==> config.mk <==
export PLATFORM = sky130hd
export DESIGN_NAME = lane_car_counter_flat
export DESIGN_NICKNAME = d
export VERILOG_FILES = /design/src/rtl/lane_car_counter_if.sv /design/src/rtl/lane_car_counter.sv /design/src/flat_wrapper.sv
export SDC_FILE = /design/constraint.sdc
export NUM_CORES = 1
export LEC_CHECK = 0
export ABC_AREA = 1
export CORE_ASPECT_RATIO = 2
export CORE_MARGIN = 2
export CORE_UTILIZATION = 60
export DETAILED_ROUTE_END_ITERATION = 8
export PLACE_DENSITY = 0.92
export SLEW_MARGIN = 20
export SYNTH_ARGS = -nofsm -noshare
export SYNTH_HDL_FRONTEND = slang
export SYNTH_SLANG_ARGS = --single-unit
==> constraint.sdc <==
create_clock -name clk -period 7.8 [get_ports clk]
set_clock_uncertainty 0.2 [all_clocks]
set_input_delay 1.56 -clock clk [delete_from_list [all_inputs] [get_ports clk]]
set_output_delay 1.56 -clock clk [all_outputs]
set_load 0.01 [all_outputs]
==> src/rtl/lane_car_counter_if.sv <==
// Lane sensor/light inputs and per-lane count outputs shared between the
// intersection controller and the car counter.
interface lane_car_counter_if #(
  parameter int unsigned NUM_LANES = 8,
  parameter int unsigned CNT_W     = 8
);
  logic [NUM_LANES-1:0]       sensor_in;
  logic [NUM_LANES-1:0]       lights;
  logic                       clear_stats;
  logic [NUM_LANES*CNT_W-1:0] carCounts;
  logic [NUM_LANES-1:0]       overflow;
  logic [NUM_LANES-1:0]       depart_pulse;

  modport master (
    output sensor_in, lights, clear_stats,
    input  carCounts, overflow, depart_pulse
  );

  modport slave (
    input  sensor_in, lights, clear_stats,
    output carCounts, overflow, depart_pulse
  );
endinterface

==> src/rtl/lane_car_counter.sv <==
// Per-lane car queue counter: counts synchronised sensor rising edges and
// removes one car per departure slot while the lane light is green.
module lane_car_counter #(
  parameter int unsigned NUM_LANES     = 8,
  parameter int unsigned CNT_W         = 8,
  parameter int unsigned START_DELAY   = 2,
  parameter int unsigned DEPART_CYCLES = 4
) (
  input  logic             clk,
  input  logic             rst_n,
  lane_car_counter_if.slave bus
);
  localparam int unsigned TMAX  = (START_DELAY > DEPART_CYCLES) ? START_DELAY : DEPART_CYCLES;
  localparam int unsigned TMR_W = ($clog2(TMAX) < 1) ? 1 : $clog2(TMAX);

  localparam logic [1:0] RED   = 2'd0;
  localparam logic [1:0] START = 2'd1;
  localparam logic [1:0] FLOW  = 2'd2;

  localparam logic [TMR_W-1:0] START_LD  = TMR_W'(START_DELAY - 1);
  localparam logic [TMR_W-1:0] DEPART_LD = TMR_W'(DEPART_CYCLES - 1);
  localparam logic [CNT_W-1:0] CNT_MAX   = '1;

  logic [NUM_LANES-1:0] sync1_q, sync2_q, prev_q;
  logic [NUM_LANES-1:0] arrival, depart;
  logic [1:0]           state_q [NUM_LANES];
  logic [1:0]           state_d [NUM_LANES];
  logic [TMR_W-1:0]     timer_q [NUM_LANES];
  logic [TMR_W-1:0]     timer_d [NUM_LANES];
  logic [CNT_W-1:0]     cnt_q   [NUM_LANES];
  logic [CNT_W-1:0]     cnt_d   [NUM_LANES];
  logic [NUM_LANES-1:0] ovf_q, ovf_d;
  logic [NUM_LANES-1:0] pulse_q, pulse_d;
  logic [NUM_LANES*CNT_W-1:0] counts_flat;

  assign arrival = sync2_q & ~prev_q;

  always_comb begin
    depart      = '0;
    ovf_d       = ovf_q;
    pulse_d     = '0;
    counts_flat = '0;
    for (int unsigned i = 0; i < NUM_LANES; i++) begin
      state_d[i] = state_q[i];
      timer_d[i] = timer_q[i];
      cnt_d[i]   = cnt_q[i];
      // Lights are already synchronous to clk; a red light always wins.
      if (!bus.lights[i]) begin
        state_d[i] = RED;
        timer_d[i] = '0;
      end else begin
        case (state_q[i])
          RED: begin
            state_d[i] = START;
            timer_d[i] = START_LD;
          end
          START, FLOW: begin
            if (timer_q[i] != '0) begin
              timer_d[i] = timer_q[i] - TMR_W'(1);
            end else begin
              depart[i]  = 1'b1;
              state_d[i] = FLOW;
              timer_d[i] = DEPART_LD;
            end
          end
          default: begin
            state_d[i] = RED;
            timer_d[i] = '0;
          end
        endcase
      end

      // A simultaneous arrival and departure cancel, so saturation cannot flag.
      if (bus.clear_stats) begin
        cnt_d[i] = '0;
        ovf_d[i] = 1'b0;
      end else if (depart[i] && (cnt_q[i] != '0)) begin
        pulse_d[i] = 1'b1;
        if (!arrival[i]) cnt_d[i] = cnt_q[i] - CNT_W'(1);
      end else if (arrival[i]) begin
        if (cnt_q[i] == CNT_MAX) ovf_d[i] = 1'b1;
        else                     cnt_d[i] = cnt_q[i] + CNT_W'(1);
      end

      counts_flat[i*CNT_W +: CNT_W] = cnt_q[i];
    end
  end

  always_ff @(posedge clk or negedge rst_n) begin
    if (!rst_n) begin
      sync1_q <= '0;
      sync2_q <= '0;
      prev_q  <= '0;
      ovf_q   <= '0;
      pulse_q <= '0;
      for (int unsigned i = 0; i < NUM_LANES; i++) begin
        state_q[i] <= RED;
        timer_q[i] <= '0;
        cnt_q[i]   <= '0;
      end
    end else begin
      sync1_q <= bus.sensor_in;
      sync2_q <= sync1_q;
      prev_q  <= sync2_q;
      ovf_q   <= ovf_d;
      pulse_q <= pulse_d;
      for (int unsigned i = 0; i < NUM_LANES; i++) begin
        state_q[i] <= state_d[i];
        timer_q[i] <= timer_d[i];
        cnt_q[i]   <= cnt_d[i];
      end
    end
  end

  assign bus.carCounts    = counts_flat;
  assign bus.overflow     = ovf_q;
  assign bus.depart_pulse = pulse_q;
endmodule

==> src/flat_wrapper.sv <==
// flat-port wrapper written by rule: the top's interface ports become plain ports
module lane_car_counter_flat 
#(
  parameter int unsigned NUM_LANES     = 8,
  parameter int unsigned CNT_W         = 8,
  parameter int unsigned START_DELAY   = 2,
  parameter int unsigned DEPART_CYCLES = 4
)
  (clk, rst_n, bus_sensor_in, bus_lights, bus_clear_stats, bus_carCounts, bus_overflow, bus_depart_pulse);
  lane_car_counter_if #(.NUM_LANES(NUM_LANES), .CNT_W(CNT_W)) bus_i ();
  input  logic clk;
  input  logic rst_n;
  input wire logic [$bits(bus_i.sensor_in)-1:0] bus_sensor_in;
  input wire logic [$bits(bus_i.lights)-1:0] bus_lights;
  input wire logic [$bits(bus_i.clear_stats)-1:0] bus_clear_stats;
  output wire logic [$bits(bus_i.carCounts)-1:0] bus_carCounts;
  output wire logic [$bits(bus_i.overflow)-1:0] bus_overflow;
  output wire logic [$bits(bus_i.depart_pulse)-1:0] bus_depart_pulse;
  assign bus_i.sensor_in = bus_sensor_in;
  assign bus_i.lights = bus_lights;
  assign bus_i.clear_stats = bus_clear_stats;
  assign bus_carCounts = bus_i.carCounts;
  assign bus_overflow = bus_i.overflow;
  assign bus_depart_pulse = bus_i.depart_pulse;
  lane_car_counter #(.NUM_LANES(NUM_LANES), .CNT_W(CNT_W), .START_DELAY(START_DELAY), .DEPART_CYCLES(DEPART_CYCLES)) u_core (.clk(clk), .rst_n(rst_n), .bus(bus_i));
endmodule
==> results_dict.tcl <==
set metrics [dict create \
    clk_pin_slew_ps 60 \
    clockBufferDepth 2 \
    n_fill_cell 1079 \
    post_cts_buffers 0 \
    timing.hold.ws_ps 149 \
    max_freq_mhz 259 \
    grt_setup_unrepaired "no" \
    nets 1338 \
    syn_nets 1229 \
    pwr-share-clk 0.280 \
    finalNonFillerCells 1439 \
    gr-total-overflow 0 \
    placed_cell_area_um2 10200 \
    synth_xor_area_frac 0.0233 \
    fp.dieW_um 90.7 \
    ys_async_sr_fraction 1.00 \
    root_buffer "clkbuf_16" \
    hold_violations 0 \
    viasPerCell 5.64 \
    io-pin-count 99 \
    final_common_cell "nand2_1" \
    synthMuxAreaShare 0 \
    synth_edf_count 0 \
    yosys.area.top_type "dfrtp_1" \
    num_vias 8109 \
    initial_utilization 0.611 \
    core_um2 14700 \
    drive_above_1_share 0.0965 \
    crit_fanout 8 \
    fp.dieH_um 177 \
    synth_top_family_by_area "simple AND/OR/NAND/NOR gates" \
    p_comb_frac 0.391 \
    synth_ff_type "dfrtp_1" \
    cp-start-kind "input port" \
    ys_types 39 \
    fin_util 0.730 \
    dp.cells 1408 \
    synth_compound_area_frac 0.0787 \
    ys_warn_count 0 \
    cts_resized 0 \
    critPathCaptureType "flip-flop" \
    synthCells 1123 \
    synthTopCellsByArea "dfrtp_1 (38%), nand2_1 (12%), ha_1 (11%)" \
    leakage_nw 5.56 \
    final.period_utilization 0.496 \
    synthSimpleGateAreaFrac 0.318 \
    htreeDepth 4 \
    die_area_um2 16100 \
    cp.required_ps 7910 \
    ctsHoldBuffers 0 \
    drcViolationCount 0 \
    grt_pass1_wl_um 36900 \
    finalMaxSlewViolations 0 \
    final_area_um2 10800 \
    wl_per_cell_um 14.9 \
    synthesis.area_um2 9010 \
    numCtsBuffers 17 \
    postRouteAntennaNets 0 \
    worstSkewPairLatency_ps 430 \
    dr.pass1.iters 5 \
    cts_sinks 136 \
    grt_max_degree 89 \
    syn_area_per_cell_um2 8.02 \
    timing.final.crit_period_ps 3870 \
    power_density_nw_per_um2 274 \
    regArea_um2 3400 \
    max_cap_viol_count 0 \
    synth-seq-cells 136 \
    worstSetupPathType "input port to flip-flop" \
    area_growth_pct 19.4 \
    multi_input_area_um2 4930 \
    p_total_mw 2.94 \
    drt_first_iter_violations 499 \
    place_hpwl_um 15500 \
    seqPwrFrac 0.329 \
    most-common-layout-cells "nand2_1 (292), inv_1 (146), dfrtp_1 (136)" \
    wirelength_um 21500 \
    synth.top_cell.area_share 0.378 \
    setup_viol 0 \
    slew_headroom 0.311 \
    port_buffers 98 \
    place_congestion 0.903 \
    grt.total_usage 0.282 \
    yosys.area_share.adder 0.127 \
    max-vdd-ir-drop_v 0.000210 \
    p_sw_mw 1.16 \
    worst_pin_slew_ps 1030 \
    hold_class "flip-flop to flip-flop" \
    swShare 0.394 \
    ys_seq_area_frac 0.378 \
    cts_tree "built" \
    grt_pass1_vias 8333 \
    setup_slack_ps 3930 \
    totalNegativeSetupSlack_ps 0 \
    placement_rows 63 \
    internal_power_mw 1.79 \
    cp.arrival_ps 3980 \
    antenna_found_initial 0 \
    antennaDiodeCount 0 \
    status "finished clean" \
    dp_slack_ps 3570 \
]
-- cell usage after synthesis (all sizes together) (8+ instances only) --
master  count
nand2     308
nand3     109
nor2       91
nor3       13
fa          8
dfrtp     136
ha         79
inv       159
o21ai      48
a21oi      60
or2        11
xor2       17
nand4      49
-- path summary, 6_finish.rpt --
| check | from | endpoint | slack [ps] | cells after the start |
|---|---|---|---|---|
| setup / recovery | bus_lights[1] | u_core.bus.carCounts[13] | 3930 | 13 |
| hold / removal | u_core.sync1_q[1] | u_core.sync2_q[1] | 150 | 0 |
| setup reg to reg | u_core.state_q[13] | u_core.bus.carCounts[13] | 4830 | 14 |
| hold reg to reg | u_core.sync1_q[1] | u_core.sync2_q[1] | 150 | 0 |
| max in group asynchronous | rst_n | u_core.bus.carCounts[54] | 5240 | 2 |
| min in group asynchronous | rst_n | u_core.bus.carCounts[42] | 980 | 1 |
-- layout make-up --
type	instances	area share
Tap cell	195	0.0227
Multi-Input combinational cell	819	0.458
Clock buffer	17	0.0395
Timing Repair Buffer	99	0.0915
Inverter	159	0.0555
Sequential cell	136	0.316
Clock inverter	14	0.0163
-- logic make-up (layout without fill, tap and decap cells) --
family                     count (synthesis)  count (layout)
adders and majority gates                 87              87
and+or+nand+nor                          592             592
AOI/OAI and AO/OA                        116             116
buffers and inverters                    168             289
DFF                                      136             136
xor gates and xnor gates                  24              24
-- flip-flops by register name, indices dropped and copies added, names as in the netlist --
register / cells
u_core.sync1_q: 8
u_core.state_q: 16
u_core.bus.overflow: 8
u_core.prev_q: 8
u_core.bus.carCounts: 64
u_core.timer_q: 16
u_core.bus.depart_pulse: 8
u_core.sync2_q: 8
-- power groups by stage --
stage / clock, mW / sequential [mW] / combinational (mW)
after detailed placement: 0 / 0.978 / 1.14
after CTS: 0.833 / 0.967 / 1.16
final: 0.825 / 0.969 / 1.15
after floorplan: 0 / 0.967 / 0.803
after global placement: 0 / 0.971 / 1.08
after global routing: 0.865 / 0.984 / 1.30
-- routing by layer --
metal	track usage	share of wire	vias to the layer above
li1	-	-	3892
met1	0.273	0.35	3866
met2	0.559	0.57	270
met3	0.0450	0.040	81
met4	0.147	0.040	0
met5	0	0	-
-- worst max-delay path, stage by stage --
cell             delay, ps
clkdlybuf4s50_1        520
nand2_1                110
nor2_2                 190
nand2_2                120
inv_1                  240
ha_1                   350
a21oi_1                190
nand2_1                130
nand3_1                 90
nand2_1                 70
or2_2                  280
nand3_1                 80
nand2_1                 50
(Power assumes the default switching activity.)
